--- config.mk ---
export PLATFORM = sky130hd
export DESIGN_NAME = jk_bank_sequencer
export DESIGN_NICKNAME = d
export VERILOG_FILES = /design/src/rtl/jk_bank_sequencer.sv
export SDC_FILE = /design/constraint.sdc
export NUM_CORES = 1
export LEC_CHECK = 0
export BUFFER_PORTS_ARGS = -buffer_cell sky130_fd_sc_hd__buf_2
export CORE_UTILIZATION = 35
export CTS_BUF_LIST = sky130_fd_sc_hd__clkbuf_8 sky130_fd_sc_hd__clkbuf_16
export CTS_CLUSTER_DIAMETER = 100
export DETAILED_ROUTE_END_ITERATION = 8
export GPL_ROUTABILITY_DRIVEN = 0
export GPL_TIMING_DRIVEN = 1
export MAX_ROUTING_LAYER = met4
export PLACE_DENSITY = 0.56
export SLEW_MARGIN = 20
export SYNTH_ARGS = -nofsm -noshare
export SYNTH_HDL_FRONTEND = slang
export SYNTH_SLANG_ARGS = --single-unit
--- constraint.sdc ---
create_clock -name clk -period 1.65 [get_ports clk]
set_input_delay 0 -clock clk [delete_from_list [all_inputs] [get_ports clk]]
set_output_delay 0 -clock clk [all_outputs]
set_load 0.005 [all_outputs]
--- src/rtl/jk_bank_sequencer.sv ---
// Command sequencer for an external JK flip-flop bank: clear/set/load/toggle and multi-step up/down counting.
// Optional saturating count mode is enabled by defining JK_CNT_SATURATE_EN.
module jk_bank_sequencer #(
  parameter int WIDTH = 4,
  parameter int CNT_W = 4
) (
  input  logic             clk,
  input  logic             rst,
  input  logic             cmd_valid,
  output logic             cmd_ready,
  input  logic [2:0]       cmd_op,
  input  logic [WIDTH-1:0] cmd_data,
  input  logic [CNT_W-1:0] cmd_cnt,
  input  logic [WIDTH-1:0] q_in,
  output logic [WIDTH-1:0] j_out,
  output logic [WIDTH-1:0] k_out,
  output logic             busy,
  output logic             done,
  output logic             err
);

  localparam logic [2:0] OP_NOP    = 3'd0;
  localparam logic [2:0] OP_CLEAR  = 3'd1;
  localparam logic [2:0] OP_SET    = 3'd2;
  localparam logic [2:0] OP_LOAD   = 3'd3;
  localparam logic [2:0] OP_TOGGLE = 3'd4;
  localparam logic [2:0] OP_CNT_UP = 3'd5;
  localparam logic [2:0] OP_CNT_DN = 3'd6;
  localparam logic [2:0] OP_RSVD   = 3'd7;

  typedef enum logic [1:0] {IDLE, EXEC, DONE} state_t;

  state_t           state_reg, state_next;
  logic [2:0]       op_reg;
  logic [WIDTH-1:0] data_reg;
  logic [CNT_W-1:0] cnt_reg, cnt_next;
  logic             sat_reg, sat_next;
  logic             sat_hit;
  logic [WIDTH-1:0] up_mask, dn_mask;

  // Synchronous-counter toggle enables: a bit flips when all lower bits are 1 (up) or 0 (down).
  assign up_mask[0] = 1'b1;
  assign dn_mask[0] = 1'b1;
  generate
    for (genvar gi = 1; gi < WIDTH; gi++) begin : g_carry
      assign up_mask[gi] = up_mask[gi-1] & q_in[gi-1];
      assign dn_mask[gi] = dn_mask[gi-1] & ~q_in[gi-1];
    end
  endgenerate

`ifdef JK_CNT_SATURATE_EN
  assign sat_hit = ((op_reg == OP_CNT_UP) && (&q_in)) ||
                   ((op_reg == OP_CNT_DN) && (~|q_in));
`else
  assign sat_hit = 1'b0;
`endif

  always_comb begin
    state_next = state_reg;
    cnt_next   = cnt_reg;
    sat_next   = sat_reg;
    j_out      = '0;
    k_out      = '0;
    cmd_ready  = 1'b0;
    busy       = 1'b0;
    done       = 1'b0;
    err        = 1'b0;
    case (state_reg)
      IDLE: begin
        cmd_ready = 1'b1;
        if (cmd_valid) begin
          cnt_next = cmd_cnt;
          sat_next = 1'b0;
          if (((cmd_op == OP_CNT_UP) || (cmd_op == OP_CNT_DN)) && (cmd_cnt == '0))
            state_next = DONE;
          else
            state_next = EXEC;
        end
      end
      EXEC: begin
        busy       = 1'b1;
        state_next = DONE;
        case (op_reg)
          OP_CLEAR:  k_out = '1;
          OP_SET:    j_out = '1;
          OP_LOAD: begin
            j_out = data_reg;
            k_out = ~data_reg;
          end
          OP_TOGGLE: begin
            j_out = data_reg;
            k_out = data_reg;
          end
          OP_CNT_UP, OP_CNT_DN: begin
            if (sat_hit) begin
              sat_next = 1'b1;
            end else begin
              j_out    = (op_reg == OP_CNT_UP) ? up_mask : dn_mask;
              k_out    = j_out;
              cnt_next = cnt_reg - 1'b1;
              if (cnt_reg != {{(CNT_W-1){1'b0}}, 1'b1})
                state_next = EXEC;
            end
          end
          default: ;
        endcase
      end
      DONE: begin
        busy       = 1'b1;
        done       = 1'b1;
        err        = (op_reg == OP_RSVD) | sat_reg;
        state_next = IDLE;
      end
      default: state_next = IDLE;
    endcase
  end

  always_ff @(posedge clk or posedge rst) begin
    if (rst) begin
      state_reg <= IDLE;
      cnt_reg   <= '0;
      sat_reg   <= 1'b0;
      op_reg    <= OP_NOP;
      data_reg  <= '0;
    end else begin
      state_reg <= state_next;
      cnt_reg   <= cnt_next;
      sat_reg   <= sat_next;
      if (state_reg == IDLE && cmd_valid) begin
        op_reg   <= cmd_op;
        data_reg <= cmd_data;
      end
    end
  end

endmodule
==> impl_metrics.toml, run 1 <==
[outcome]
violations = "setup timing"
status = "finished, violations left"

[sta]
finalCriticalPeriod_ps = 1670
setup-violations-final = 2
period_share_pct = 101
tightestPinTransition_ps = 532
max_clock_freq_ghz = 0.599
layout_setup_ws_ps = -19.9
clock_skew_ps = 1.99
rsz0062_at_grt = "yes"
setup_tns_ps = -28.8
slew_headroom_pct = 64.5
finalHoldViolations = 0
drv_slew = 0

[setup_path]
cp.arrival_ps = 1670
start_kind = "flop"
reg2reg_depth = 6
r2r-start = "op_reg[0]"
crit_type = "reg2out"
r2r_slack_ps = 30
crit_fanout = 7
end_kind = "output port"
critPathRequiredTime_ps = 1650
r2r_end = "cnt_reg[2]"

[cells_and_area]
diodes = 0
fin_area_sq_um = 1570
seqCellArea_sq_um = 328
final_util_pct = 51.5
layout.cells.non_filler = 217
final_nets = 197
multi_input_area_sq_um = 783
syn_to_final_growth_pct = 40.3
drive_above_1_share_pct = 43.9
fillCellCount = 307

[grt]
overflow = 0
grt_max_degree = 14
grt_usage_pct = 18.7
grt_pass1_vias = 988
grtUsageMet2_pct = 26.8
met3_usage_pct = 1.98
antenna_found_initial = 0
busiest_layer = "met2"
grt_pass1_wl_mm = 4.66
groute.layer.met1.usage_pct = 26.2

[placement]
dp_hpwl_mm = 1.98
port_buffers = 28
dpl_cell_area_sq_um = 1330
place_inst = 201

[die]
num_rows = 20
pin_count = 30
die_width_um = 58.6
die_h_um = 58.6
coreArea_sq_um = 3050
start_util_pct = 36.7
die-area_sq_um = 3430

[cts]
worstSkewPairLatency_ps = 250
numCtsBuffers = 3
clk_pin_slew_ps = 60
clock_path_buffers = 2
cts.root.buffer_cell = "clkbuf_8"
cts_tree = "yes"
cts_max_level = 1
clock_sinks = 13

[logic_synthesis]
async_reset_ff_share_pct = 100
syn_inst = 131
synth_cell_types = 39
synthTopCellsByArea = "dfrtp_1, mux2_2, ha_1, a21oi_1, o21ai_0"
ys_ff_latch = 13
yosys_most_used_dff = "dfrtp_1"
synth_commonest_cells = "dfrtp_1, nand2_1, a21oi_1, o21ai_0"
synth.top_cell.area_share_pct = 29.0
syn-num-nets = 154
syn-cell-area_sq_um = 1120
ys_warn_count = 0
avgSynthCellArea_sq_um = 8.56
synth_edf_count = 0
yosysSeqAreaShare_pct = 29.0
yosysTopAreaCell = "dfrtp_1"

[route]
via_per_inst = 5.23
detail_route.iter0.violations = 27
firstDrtPassIters = 4
vias = 1134
post_drt_wl_per_cell_um = 13.6
wirelength_mm = 2.94
drt.antenna.violating_nets = 0
route.detailed.drc = 0

[power]
power_mw = 3.10
ir_worst_vdd_uv = 967
power_density_nw_per_um2 = 1970
p_leak_nw = 0.702

[flow_run]
max-cap-violations = 0

[hold_path]
min_from = "cmd_op[1]"
hold_depth = 2
holdPathEnd = "op_reg[1]"
min_path_type = "in2reg"
-- cells by family after synthesis --
family	after synthesis	synth area share [%]
and+or+nand+nor	44	20.5
AOI/OAI and AO/OA	37	21.7
buffers and inverters	18	8.04
DFF	13	29.0
muxes	11	11.2
adders and majority gates	5	5.58
xor gates and xnor gates	3	4.02
-- stage by stage --
stage	worst slack (ps)	hold slack, ps
after CTS	-49.3	8.75
after global routing	-127	21.6
after global placement	80.6	57.3
final	-19.9	11.8
after floorplan	74.7	-123
after detailed placement	51.8	67.7
-- where the power goes --
part / internal, mW / switching, mW
sequential: 0.490 / 0.203
combinational: 1.07 / 1.05
clock: 0.165 / 0.124
total: 1.72 / 1.38
-- layout by cell type, fill, tap and decap left out, types with 2 or more instances in the layout --
master         netlist  routed
buf_2                6      28
nand2_1             13      11
dfrtp_1             13      11
buf_4                0      10
mux2_2               9       9
a21oi_1             11       9
inv_1                9       9
o21ai_0             11       8
nor2_1               7       7
dlygate4sd3_1        0       5
o22a_1               4       4
ha_1                 5       4
nor3_1               4       3
nand4_1              3       3
o21ai_1              1       3
clkbuf_8             0       3
nand3_2              0       2
nand2_2              0       2
nand3_1              4       2
nand2b_4             1       2
nor3b_2              0       2
a21oi_2              0       2
nor2b_1              2       2
a311oi_2             0       2
dfrtp_2              0       2
buf_12               0       2
buf_6                2       2
-- repair_timing --
action	CTS	global route
pin swaps	3	10
endpoints found under the hold margin	17	0
setup buffers	5	3
hold buffers	5	0
gates resized for setup	3	21
endpoints found under the setup margin	5	17
-- worst max-delay path by stage --
stage                 start          to  slack, ps  depth (start not counted)
6_report          op_reg[0]    j_out[3]        -20                          6
3_5_place_dp   state_reg[1]  cnt_reg[3]         50                          5
4_1_cts           op_reg[1]    j_out[3]        -50                          6
2_1_floorplan  state_reg[0]  cnt_reg[3]         70                          6
3_3_place_gp   state_reg[0]   op_reg[1]         80                          5
5_1_grt           op_reg[0]    j_out[3]       -130                          6
-- layer usage --
layer / up-vias / share of wire [%] / wire length (um)
met5: - / 0 / 0
met4: 0 / 2.4 / 72
met3: 7 / 3.3 / 96
met2: 28 / 48 / 1410
met1: 542 / 46 / 1360
li1: 557 / - / -
-- layout make-up --
| cell class | instances | share of cell area (%) |
|---|---|---|
| multi-input cells | 100 | 49.8 |
| inverters | 9 | 2.15 |
| well taps | 44 | 3.50 |
| clock inverters | 1 | 0.239 |
| flip-flops and latches | 13 | 20.8 |
| clock buffers | 3 | 2.63 |
| repair buffers | 47 | 20.8 |
-- worst max-delay path, cell delays in order (launching register included) --
cell,delay [ps]
dfrtp_2,440
buf_4,160
nor3b_2,190
o21ai_2,100
and3_1,200
a311oi_2,180
buf_2,150
No activity file was read; power rests on OpenSTA's default activity.
==> run 2: changes to the inputs <==
Settings changed: ABC_CLOCK_PERIOD_IN_PS set to 1650, BUFFER_PORTS_ARGS -buffer_cell sky130_fd_sc_hd__buf_2 to -buffer_cell sky130_fd_sc_hd__buf_4.
==> impl_metrics.toml, run 2 (synthesis results as in run 1) <==
[outcome]
status = "finished, violations left"
violations = "setup timing"

[power]
ir_worst_vdd_uv = 1050
p_leak_nw = 0.706
power_density_nw_per_um2 = 1910

[die]
num_rows = 20
die_h_um = 58.6
die-area_sq_um = 3430
pin_count = 30
coreArea_sq_um = 3050
die_width_um = 58.6
start_util_pct = 36.7

[sta]
finalHoldViolations = 0
hold_slack_ps = 5.59
slew_headroom_pct = 65.2
drv_slew = 0
layout_setup_ws_ps = -54.1
max_clock_freq_ghz = 0.587
period_share_pct = 103
setup-violations-final = 2
clock_skew_ps = 0.609
rsz0062_at_grt = "yes"
tightestPinTransition_ps = 521
finalCriticalPeriod_ps = 1700

[hold_path]
min_path_type = "in2reg"

[grt]
grt_max_degree = 14
antenna_found_initial = 0
grt_pass1_vias = 1033
grt_pass1_wl_mm = 4.69
grt_usage_pct = 18.6
overflow = 0

[cells_and_area]
fillCellCount = 301
final_cell_mix = "buf_4, dfrtp_1, nand2_1, a21oi_1, inv_1"
final_nets = 196
syn_to_final_growth_pct = 42.7
final_common_cell = "buf_4"
diodes = 0
layout.cells.non_filler = 216
drive_above_1_share_pct = 39.0

[setup_path]
end_kind = "output port"
cp.arrival_ps = 1700
crit_fanout = 4
crit_type = "reg2out"
start_kind = "flop"
critPathRequiredTime_ps = 1650

[placement]
port_buffers = 28
place_inst = 204
dp_hpwl_mm = 2.10

[route]
wirelength_mm = 2.82
firstDrtPassIters = 4
post_drt_wl_per_cell_um = 13.1
via_per_inst = 5.09
drt.antenna.violating_nets = 0
detail_route.iter0.violations = 34
vias = 1099
route.detailed.drc = 0

[flow_run]
max-cap-violations = 0

[cts]
cts_tree = "yes"
worstSkewPairLatency_ps = 240
cts.root.buffer_cell = "clkbuf_8"
numCtsBuffers = 3
clk_pin_slew_ps = 60
cts_max_level = 1
clock_path_buffers = 2
clock_sinks = 13
## run 2: power by group
group | switching [mW] | total, mW | internal (mW)
Clock | 0.120 | 0.284 | 0.164
Combinational | 1.02 | 2.11 | 1.09
Sequential | 0.174 | 0.662 | 0.488
## run 2: stage by stage
step           worst slack (ps)  power [mW]  cell area, sq um  util, %  setup TNS, ps
2_1_floorplan              74.7        1.90              1120        -              0
3_3_place_gp                104        2.43              1410     46.0              0
3_5_place_dp               57.7        2.47              1410     46.0              0
4_1_cts                    -110        2.86              1530     50.1           -212
5_1_grt                    -111        3.30              1600     52.4           -281
6_report                  -54.1        3.06              1600     52.4          -88.4
## run 2: worst paths after layout
kind                       depth (start not counted)  slack [ps]    startpoint           to
setup / recovery                                   6         -50     op_reg[0]     k_out[3]
hold / removal                                     2           6     cmd_op[0]    op_reg[0]
setup reg to reg                                   5         100  state_reg[0]    op_reg[1]
hold reg to reg                                    1         540    cnt_reg[3]   cnt_reg[3]
max in group asynchronous                          3         930           rst    op_reg[2]
min in group asynchronous                          3         350           rst  data_reg[2]
## run 2: worst max-delay path, cell delays in order (launching register included)
cell,delay (ps)
dfrtp_1,400
buf_6,140
nand2b_4,140
o31ai_4,240
a21oi_1,120
a311oi_2,270
buf_4,150
## run 2: final cells by class
type | count | area, sq um | area share (%)
Clock buffer | 3 | 41.3 | 2.58
Clock inverter | 1 | 3.75 | 0.235
Inverter | 9 | 33.8 | 2.11
Multi-Input combinational cell | 100 | 751 | 46.9
Sequential cell | 13 | 327 | 20.4
Tap cell | 44 | 55.1 | 3.44
Timing Repair Buffer | 46 | 389 | 24.3
## run 2: what timing repair did
action                                 4_1_cts  5_1_grt
cloned                                       0        0
hold buffers                                 5        0
endpoints found under the hold margin       17        0
buffers inserted                             1        2
pin swaps                                    0        4
gates resized for setup                      7       11
setup endpoints to repair                    3       14
## run 2: routing by layer
metal	GRT usage, %	wire length [um]	vias to the layer above
met3	2.20	96	2
met2	28.4	1300	24
li1	-	-	548
met5	-	0	-
met1	25.2	1410	525
met4	7.14	19	0
